File: src/rtl/boost_pwm_pkg.sv
// Shared types and constants for the boost converter PWM gate generator.
package boost_pwm_pkg;

    localparam int unsigned CNT_W_DEF  = 12;
    localparam int unsigned PERIOD_RST = 2500;
    localparam int unsigned MIN_PERIOD = 2;

    typedef logic [CNT_W_DEF-1:0] cnt_t;

    typedef enum logic [1:0] {
        ST_IDLE,
        ST_SOFTSTART,
        ST_RUN,
        ST_FAULT
    } pwm_state_t;

    // Gate may only switch in the two states that run the period counter.
    function automatic logic is_active(input pwm_state_t s);
        return (s == ST_SOFTSTART) || (s == ST_RUN);
    endfunction

endpackage

File: src/rtl/boost_pwm_ctrl_sync2.sv
// Two-flop synchronizer for a single asynchronous level, reset to 0.
module sync2 (
    input  logic clk,
    input  logic rst_n,
    input  logic d,
    output logic q
);

    logic meta_q, meta_d;
    logic sync_q, sync_d;

    always_comb begin
        meta_d = d;
        sync_d = meta_q;
    end

    always_ff @(posedge clk or negedge rst_n) begin
        if (!rst_n) begin
            meta_q <= 1'b0;
            sync_q <= 1'b0;
        end else begin
            meta_q <= meta_d;
            sync_q <= sync_d;
        end
    end

    assign q = sync_q;

endmodule

File: src/rtl/boost_pwm_ctrl.sv
// Boost converter PWM gate generator: period counter, shadowed duty with
// soft-start ramp, and an overvoltage shutdown FSM. All outputs registered.
module boost_pwm_ctrl
    import boost_pwm_pkg::*;
#(
    parameter int unsigned CNT_W    = CNT_W_DEF,
    parameter int unsigned DUTY_MAX = 2250,
    parameter int unsigned SS_STEP  = 5
) (
    input  logic             clk,
    input  logic             rst_n,
    input  logic             en,
    input  logic [CNT_W-1:0] period,
    input  logic [CNT_W-1:0] duty_cmd,
    input  logic             duty_load,
    input  logic             ov_fault,
    output logic             gate,
    output logic             cycle_start,
    output logic [CNT_W-1:0] duty_active,
    output logic             fault
);

    localparam logic [CNT_W-1:0] DUTY_MAX_C = CNT_W'(DUTY_MAX);
    localparam logic [CNT_W-1:0] MIN_P_C    = CNT_W'(MIN_PERIOD);
    localparam logic [CNT_W-1:0] P_RST_C    = CNT_W'(PERIOD_RST);
    localparam logic [CNT_W:0]   SS_STEP_C  = (CNT_W+1)'(SS_STEP);

    pwm_state_t       state_q, state_d;
    logic [CNT_W-1:0] cnt_q, cnt_d;
    logic [CNT_W-1:0] per_q, per_d;
    logic [CNT_W-1:0] shadow_q, shadow_d;
    logic [CNT_W-1:0] duty_q, duty_d;
    logic             gate_q, gate_d;
    logic             cs_q, cs_d;
    logic             fault_q, fault_d;

    logic             ov_sync;
    logic             boundary;
    logic [CNT_W-1:0] per_in;
    logic [CNT_W-1:0] target;
    logic [CNT_W:0]   ss_sum;

    sync2 u_ov_sync (
        .clk   (clk),
        .rst_n (rst_n),
        .d     (ov_fault),
        .q     (ov_sync)
    );

    // Shadow is bypassed so a load on the boundary cycle feeds that boundary's target.
    always_comb begin
        per_in   = (period < MIN_P_C) ? MIN_P_C : period;
        shadow_d = duty_load ? duty_cmd : shadow_q;
        target   = shadow_d;
        if (target > DUTY_MAX_C) begin
            target = DUTY_MAX_C;
        end
        if (target > per_in - 1'b1) begin
            target = per_in - 1'b1;
        end
        ss_sum   = {1'b0, duty_q} + SS_STEP_C;
        boundary = is_active(state_q) && (cnt_q == per_q - 1'b1);
    end

    always_comb begin
        state_d = state_q;
        cnt_d   = cnt_q;
        per_d   = per_q;
        duty_d  = duty_q;

        if (ov_sync) begin
            state_d = ST_FAULT;
        end else if (!en) begin
            state_d = ST_IDLE;
        end else if (state_q == ST_IDLE) begin
            state_d = ST_SOFTSTART;
        end else if (boundary) begin
            per_d = per_in;
            cnt_d = '0;
            // Reaching or overshooting the target ends the ramp.
            if ((state_q == ST_RUN) || (ss_sum >= {1'b0, target})) begin
                duty_d  = target;
                state_d = ST_RUN;
            end else begin
                duty_d = ss_sum[CNT_W-1:0];
            end
        end else if (is_active(state_q)) begin
            cnt_d = cnt_q + 1'b1;
        end

        if (!is_active(state_d)) begin
            cnt_d  = '0;
            duty_d = '0;
        end

        gate_d  = is_active(state_d) && (cnt_d < duty_d);
        cs_d    = is_active(state_d) && (cnt_d == '0);
        fault_d = (state_d == ST_FAULT);
    end

    always_ff @(posedge clk or negedge rst_n) begin
        if (!rst_n) begin
            state_q  <= ST_IDLE;
            cnt_q    <= '0;
            per_q    <= P_RST_C;
            shadow_q <= '0;
            duty_q   <= '0;
            gate_q   <= 1'b0;
            cs_q     <= 1'b0;
            fault_q  <= 1'b0;
        end else begin
            state_q  <= state_d;
            cnt_q    <= cnt_d;
            per_q    <= per_d;
            shadow_q <= shadow_d;
            duty_q   <= duty_d;
            gate_q   <= gate_d;
            cs_q     <= cs_d;
            fault_q  <= fault_d;
        end
    end

    assign gate        = gate_q;
    assign cycle_start = cs_q;
    assign duty_active = duty_q;
    assign fault       = fault_q;

endmodule

File: config.mk
export PLATFORM = sky130hd
export DESIGN_NAME = boost_pwm_ctrl
export DESIGN_NICKNAME = d
export VERILOG_FILES = /design/src/rtl/boost_pwm_pkg.sv /design/src/rtl/boost_pwm_ctrl_sync2.sv /design/src/rtl/boost_pwm_ctrl.sv
export SDC_FILE = /design/constraint.sdc
export NUM_CORES = 1
export LEC_CHECK = 0
export ABC_AREA = 1
export CAP_MARGIN = 10
export CORE_ASPECT_RATIO = 0.5
export CORE_MARGIN = 2
export CORE_UTILIZATION = 30
export DETAILED_ROUTE_END_ITERATION = 7
export GPL_TIMING_DRIVEN = 0
export HOLD_SLACK_MARGIN = 0.03
export MAX_ROUTING_LAYER = met4
export PLACE_DENSITY = 0.59
export SLEW_MARGIN = 0
export SYNTH_ARGS = -nofsm -noshare
export SYNTH_HDL_FRONTEND = slang
export SYNTH_SLANG_ARGS = --single-unit
File: constraint.sdc
create_clock -name clk -period 6 [get_ports clk]
set_clock_uncertainty 0.15 [all_clocks]
set_input_delay 1.8 -clock clk [delete_from_list [all_inputs] [get_ports clk]]
set_output_delay 1.8 -clock clk [all_outputs]
set_load 0.1 [all_outputs]
### Yosys cells after proc, flatten, opt, wreduce, memory -nomap -nowiden

Cells that the tools add are included.
W data, S select, Z words.

* bits in registers: 55
* bits of input ports: 29
* output and inout bits: 15
* logic and storage cells: 57

* add/sub/neg operators: 4
* order comparisons: 5
* eq/ne operators: 6
* muxes and demuxes: 21
* bitwise gates (word level): 2
* reduce and logical (&&, ||, !) cells: 9

Operators by type and width (count)
* $mux W12: 16
* $sub A12 B1 Y12 const B: 2
* $add A12 B3 Y13 const B: 1
* $ge A13 B12 Y1: 1
* $add A12 B1 Y12 const B: 1
* $eq A12 B12 Y1: 1
* $gt A12 B12 Y1: 1
* $gt A12 B12 Y1 const B: 1
* $logic_not A12 Y1: 1
* $lt A12 B12 Y1: 1
* $lt A12 B2 Y1 const B: 1
* $mux W2: 5
* $eq A2 B2 Y1 const B: 3
* $eq A2 B1 Y1 const B: 2
* $reduce_and A4 Y1: 1
* $logic_and A1 B1 Y1: 3
* $logic_or A1 B1 Y1: 3
* $logic_not A2 Y1: 1
* $not A1 Y1: 2

### Longest topological paths before layout

* depth after elaboration: 17
* gate-level depth with buffers: 46
* mapped depth without buffers: 43

### Cells and area by module

From an unflattened synthesis, not the netlist that was laid out.

* cells, all modules: 679
* area, all modules: 4767.1 µm²

Modules (own cells, without submodules)
* boost_pwm_ctrl: times used 1, cells each 677, area an instance 4717.0 µm², sequential area each 1332.5 µm²
* sync2: times used 1, cells each 2, area an instance 50.0 µm², sequential area each 50.0 µm²

### Worst setup path before layout

No wires, ideal clock.

* path kind: input to register
* start point: input port period[8]
* end point: register gate_q, in the netlist gate
* setup time: 0.073 ns
* arrival time: 6.880 ns
* data required time: 5.777 ns
* slack: -1.104 ns
* cell stages on the path: 41
* path buffers: 3
* path through: nor2_1 nand2_1 nor2_1 nand3_1 nand2_1 nor2_2 nand2_2 nor2_1 nand4_1 xor2_1 ha_1 nand2_1 nor3_1 nand2_1 nand3_1 nand2_1 inv_1 buf_2 [5 not listed] o21ai_0 nand2_1 nand2_1 buf_6 nand4_1 a21oi_1 o21ai_0 ha_1 clkbuf_8 o21ai_0 nor2_1 inv_1 ha_1 nand2_1 nor2_1 a211oi_1 o221ai_1 a21oi_2

* word-level cells in the longest chain between the ends: 17
* elaborated cells on any way between the ends: 24
* classes of those cells: add/sub: 1; order compare: 4; eq/ne: 2; mux: 14; reduce/logical: 3

Ends and longest elaborated chain
* start, declared: RTL line boost_pwm_ctrl.sv:13 `input logic [CNT_W-1:0] period,`
* $lt A12 B2 Y1: RTL line boost_pwm_ctrl.sv:52 `per_in = (period < MIN_P_C) ? MIN_P_C : period;`
* $mux W12 (*): RTL line boost_pwm_ctrl.sv:52
* $sub A12 B1 Y12 (*): RTL line boost_pwm_ctrl.sv:58, boost_pwm_ctrl.sv:59
* $gt A12 B12 Y1: RTL line boost_pwm_ctrl.sv:58 `if (target > per_in - 1'b1) begin`
* $mux W12 (*): RTL line boost_pwm_ctrl.sv:58
* $ge A13 B12 Y1 (*): RTL line boost_pwm_ctrl.sv:81 `if ((state_q == ST_RUN) || (ss_sum >= {1'b0, target})) begin`
* $logic_or A1 B1 Y1 (*): RTL line boost_pwm_ctrl.sv:81
* $mux W2 (*): RTL line boost_pwm_ctrl.sv:81
* [4 not listed]
* via state_d[0]: RTL line boost_pwm_ctrl.sv:28 `pwm_state_t state_q, state_d;`
* $eq A2 B1 Y1 or $eq A2 B2 Y1 (tied branches): RTL line boost_pwm_pkg.sv:19 `return (s == ST_SOFTSTART) || (s == ST_RUN);`
* $logic_or A1 B1 Y1 (*): RTL line boost_pwm_pkg.sv:19
* $mux W12 (*): RTL line boost_pwm_ctrl.sv:91 `if (!is_active(state_d)) begin`
* via duty_d[6]: RTL line boost_pwm_ctrl.sv:32 `logic [CNT_W-1:0] duty_q, duty_d;`
* $lt A12 B12 Y1 (*): RTL line boost_pwm_ctrl.sv:96 `gate_d = is_active(state_d) && (cnt_d < duty_d);`
* $logic_and A1 B1 Y1 (*): RTL line boost_pwm_ctrl.sv:96
* via gate_d: RTL line boost_pwm_ctrl.sv:33 `logic gate_q, gate_d;`
* end signal, assigned: RTL line boost_pwm_ctrl.sv:117 `gate_q <= gate_d;`
* end, declared: RTL line boost_pwm_ctrl.sv:33

Mark *: on every way through the listed nets, which the timed path passes. The rest lies on a longest branch.
A chain may end at the register's enable or synchronous reset.

### Worst setup path after layout

* start point: input port period[11]
* end point: register gate_q, in the netlist gate

* word-level cells in the longest chain between the ends: 17
* elaborated cells on any way between the ends: 24
* classes of those cells: add/sub: 1; order compare: 4; eq/ne: 2; mux: 14; reduce/logical: 3

Ends and longest elaborated chain
* $lt A12 B2 Y1: RTL line boost_pwm_ctrl.sv:52
* $mux W12 (*): RTL line boost_pwm_ctrl.sv:52
* $sub A12 B1 Y12 (*): RTL line boost_pwm_ctrl.sv:58, boost_pwm_ctrl.sv:59
* $gt A12 B12 Y1: RTL line boost_pwm_ctrl.sv:58
* $mux W12 (*): RTL line boost_pwm_ctrl.sv:58
* $ge A13 B12 Y1 (*): RTL line boost_pwm_ctrl.sv:81
* $logic_or A1 B1 Y1 (*): RTL line boost_pwm_ctrl.sv:81
* $mux W2 (*): RTL line boost_pwm_ctrl.sv:81
* [4 not listed]
* via state_d[1]: RTL line boost_pwm_ctrl.sv:28
* $eq A2 B1 Y1 or $eq A2 B2 Y1 (tied branches): RTL line boost_pwm_pkg.sv:19
* $logic_or A1 B1 Y1 (*): RTL line boost_pwm_pkg.sv:19
* $mux W12 (*): RTL line boost_pwm_ctrl.sv:91
* via cnt_d[7]: RTL line boost_pwm_ctrl.sv:29 `logic [CNT_W-1:0] cnt_q, cnt_d;`
* $lt A12 B12 Y1 (*): RTL line boost_pwm_ctrl.sv:96
* $logic_and A1 B1 Y1 (*): RTL line boost_pwm_ctrl.sv:96
* via gate_d: RTL line boost_pwm_ctrl.sv:33

Marked as above.

==> key figures <==
Outcome
  • Outcome: complete, but fails checks
  • Violated checks: negative setup slack

Clock network
  • CTS Buf Count: 5
  • Clk root buf: clkbuf_16
  • Worst skew pair latency: 310 ps
  • Hold-fix buffers, CTS: 0
  • Max clock buf depth: 2
  • CTS tree: done
  • Clock Pin Slew Worst Setup and Hold Paths: 80 ps
  • CTS Sinks: 55
  • H-Tree Depth: 2

Setup path
  • Slowest cell on the critical path: ha_4
  • Critical Path Fanout Max: 7
  • Worst Setup Path Type: in -> reg
  • Worst Setup Start Kind: input port
  • Worst EP arrival: 7290 ps
  • CP endpoint kind: register
  • CP peak stage delay: 290 ps
  • Required time worst endpoint: 6090 ps

Floorplanning
  • Chip height: 94.2 µm
  • Core ar.: 15700 µm²
  • # IOs: 44
  • Die Wd: 184 µm
  • Area of the die: 17400 µm²
  • Row count: 32
  • Initial Utilization: 31.2%

Power
  • Sequential share of power: 33.0%
  • Clock power frac: 27.1%
  • Cell Pwr Density: 161 nW/µm²
  • Sw power: 0.426 mW
  • Overall Power: 1.18 mW
  • Pint: 0.755 mW
  • Sw Ratio: 36.0%
  • Peak VDD IR: 0.000113 V
  • Logic pwr share: 39.8%
  • LEAKAGE: 3.42 nW

GRT
  • First-pass GRT wire length: 24.8 mm
  • Antenna violations before repair: 0
  • Gr usage total: 18.5%
  • Vias in the first global route: 5024
  • Largest net degree at the start of global routing: 31
  • Grt ovf: 0

Final layout
  • Area grow syn2layout: 50.2%
  • Post-Route Utilization: 46.8%
  • Filler cell count: 1491
  • Layout cells sized above 1: 37.2%
  • Multi-input logic area: 3750 µm²
  • Antenna diode count: 0
  • Reg area: 1380 µm²
  • Layout net count: 903
  • Fin cells: 1055

Place
  • GP Congestion: 0.860
  • Placed cells: 960
  • Buffers on Ports: 43
  • HPWL after DPL: 10.3 mm

Job
  • Maxcap violations: 0

Synth
  • Synth Area per Inst: 7.02 µm²
  • Mapped Area: 4880 µm²
  • Distinct cells, synth: 42
  • Post-synthesis sequential area ratio: 28.3%
  • Yosys warns: 0
  • Post-synth ARST share: 100%
  • Syn_nets: 765
  • Post-synthesis register bit count: 55
  • Area leader, netlist: dfrtp_1
  • Top post-synthesis cells by area: dfrtp_1, nand2_1, ha_1
  • Top-area cell type share of the netlist area: 25.6%
  • Cells after synthesis: 695
  • Top_reg_cell synth: dfrtp_1
  • Post-synth EDFFs: 0

Timing
  • Rel. slew slack: 35.0%
  • Worst-margin pin slew: 972 ps
  • Slew Limit Fails: 0
  • # setup viols final: 26
  • RSZ-0062 raised after global routing: true
  • Min Tclk post-route: 7200 ps
  • Count of final hold-check violations: 0
  • Period utilization: 120%
  • FMAX: 139 MHz
  • Final setup margin: -1200 ps
  • Final setup TNS: -11480 ps

Detailed routing
  • Routed wire length: 15.2 mm
  • Via density: 4.75
  • Antenna Nets Post-Route: 0
  • Vias: 5006
  • Drt drc: 0
  • DRT iter0 DRCs: 240
  • DRT Pass-1 Iters: 4
  • Wirelength per Cell: 14.4 µm

Hold path
  • Type of the worst min-delay path: reg -> reg
==> through the flow <==
| step | instance area (µm²) | hold WS (ps) | setup slack (ps) |
|---|---|---|---|
| 2_1_floorplan | 4930 | 181 | -791 |
| 3_3_place_gp | 5640 | 182 | -2460 |
| 3_5_place_dp | 5660 | 191 | -2420 |
| 4_1_cts | 6880 | 211 | -1150 |
| 5_1_grt | 7330 | 227 | -1570 |
| 6_report | 7330 | 204 | -1200 |
==> critical path, delay by kind of cell <==
kind                       cells  cell delay, ps
and+or+nand+nor               22            2160
adders and majority gates      4            1050
AOI/OAI and AO/OA              9            1240
xor gates and xnor gates       1             190
buffers and inverters          7             830
==> state kept, by name, summed over array words and instances, names as in the netlist <==
name              count
cnt_q                12
duty_active          12
per_q                12
shadow_q             12
state_q               2
cycle_start           1
fault                 1
gate                  1
u_ov_sync.meta_q      1
u_ov_sync.q           1
==> layer usage <==
metal | share of wire, % | up-vias | routed length (µm) | GRT usage [%]
met1 | 45 | 2374 | 6870 | 22.9
met4 | 2.4 | 0 | 367 | 5.47
met3 | 3.3 | 29 | 495 | 1.82
li1 | - | 2501 | - | -
met2 | 49 | 102 | 7470 | 32.1
met5 | 0 | - | 0 | -
==> timing repair <==
action / CTS / global route
buffers inserted: 70 / 22
pin swaps: 83 / 53
resized for setup: 218 / 65
endpoints found under the setup margin: 29 / 28
cloned: 3 / 0
==> cell usage in the layout, fill, tap and decap left out, types with 10 or more instances in the layout <==
master	count
nor2_2	13
nand3_1	22
nand2_1	140
clkdlybuf4s50_1	18
xor2_1	26
nor2_4	19
nand2_4	13
dlygate4sd2_1	11
inv_2	19
a21oi_2	15
buf_4	76
dfrtp_1	50
o21ai_2	12
o21ai_1	10
ha_1	26
a21oi_1	20
ha_4	14
nand4_1	11
nor2_1	50
nand2_2	32
o21ai_0	24
buf_6	16
inv_1	90
==> area by class of cell <==
type                            instances  area share, %
Multi-Input combinational cell        513           51.1
Sequential cell                        55           18.9
Timing Repair Buffer                  131           16.3
Inverter                              116           6.42
Tap cell                              221           3.77
Clock buffer                            5           1.71
Buffer                                 11           1.45
Clock inverter                          3          0.375
==> power by group through the flow <==
stage / Clock (mW) / Sequential (mW) / Combinational (mW)
finish: 0.320 / 0.390 / 0.470
global route: 0.346 / 0.392 / 0.504
CTS: 0.325 / 0.390 / 0.401
global placement: 0 / 0.396 / 0.257
floorplan: 0 / 0.415 / 0.159
detailed placement: 0 / 0.397 / 0.262
==> kinds of logic (layout without fill, tap and decap cells) <==
kind of cell / Yosys count / in the layout / share of synthesized area [%]
AND/OR/NAND/NOR: 334 / 334 / 31.3
buffers and inverters: 127 / 266 / 10.7
AO/OA/AOI/OAI: 103 / 103 / 12.5
flip-flops: 55 / 55 / 28.3
adder cells (fa/ha/maj): 41 / 41 / 10.5
XOR/XNOR: 35 / 35 / 6.66
==> synth_stat cells, drive strengths merged (4+ instances only) <==
master and number:
a211oi 4, nand2 187, a21oi 36, dfstp 5, inv 115, o21ai 53, xor2 29, nor2 82
nand3 34, nand4 12, dfrtp 50, xnor2 6, ha 41, buf 9, nor3 15
==> worst paths after layout <==
check	from	to	slack [ps]	cells after the start
max in group asynchronous	rst_n	per_q[2]	3610	2
min in group asynchronous	rst_n	shadow_q[7]	1400	1
worst max-delay path	period[11]	gate	-1200	43
worst min-delay path	u_ov_sync.meta_q	u_ov_sync.q	200	0
worst min register to register	u_ov_sync.meta_q	u_ov_sync.q	200	0
worst max register to register	shadow_q[5]	gate	200	41
Power figures use the tool's default switching activity.
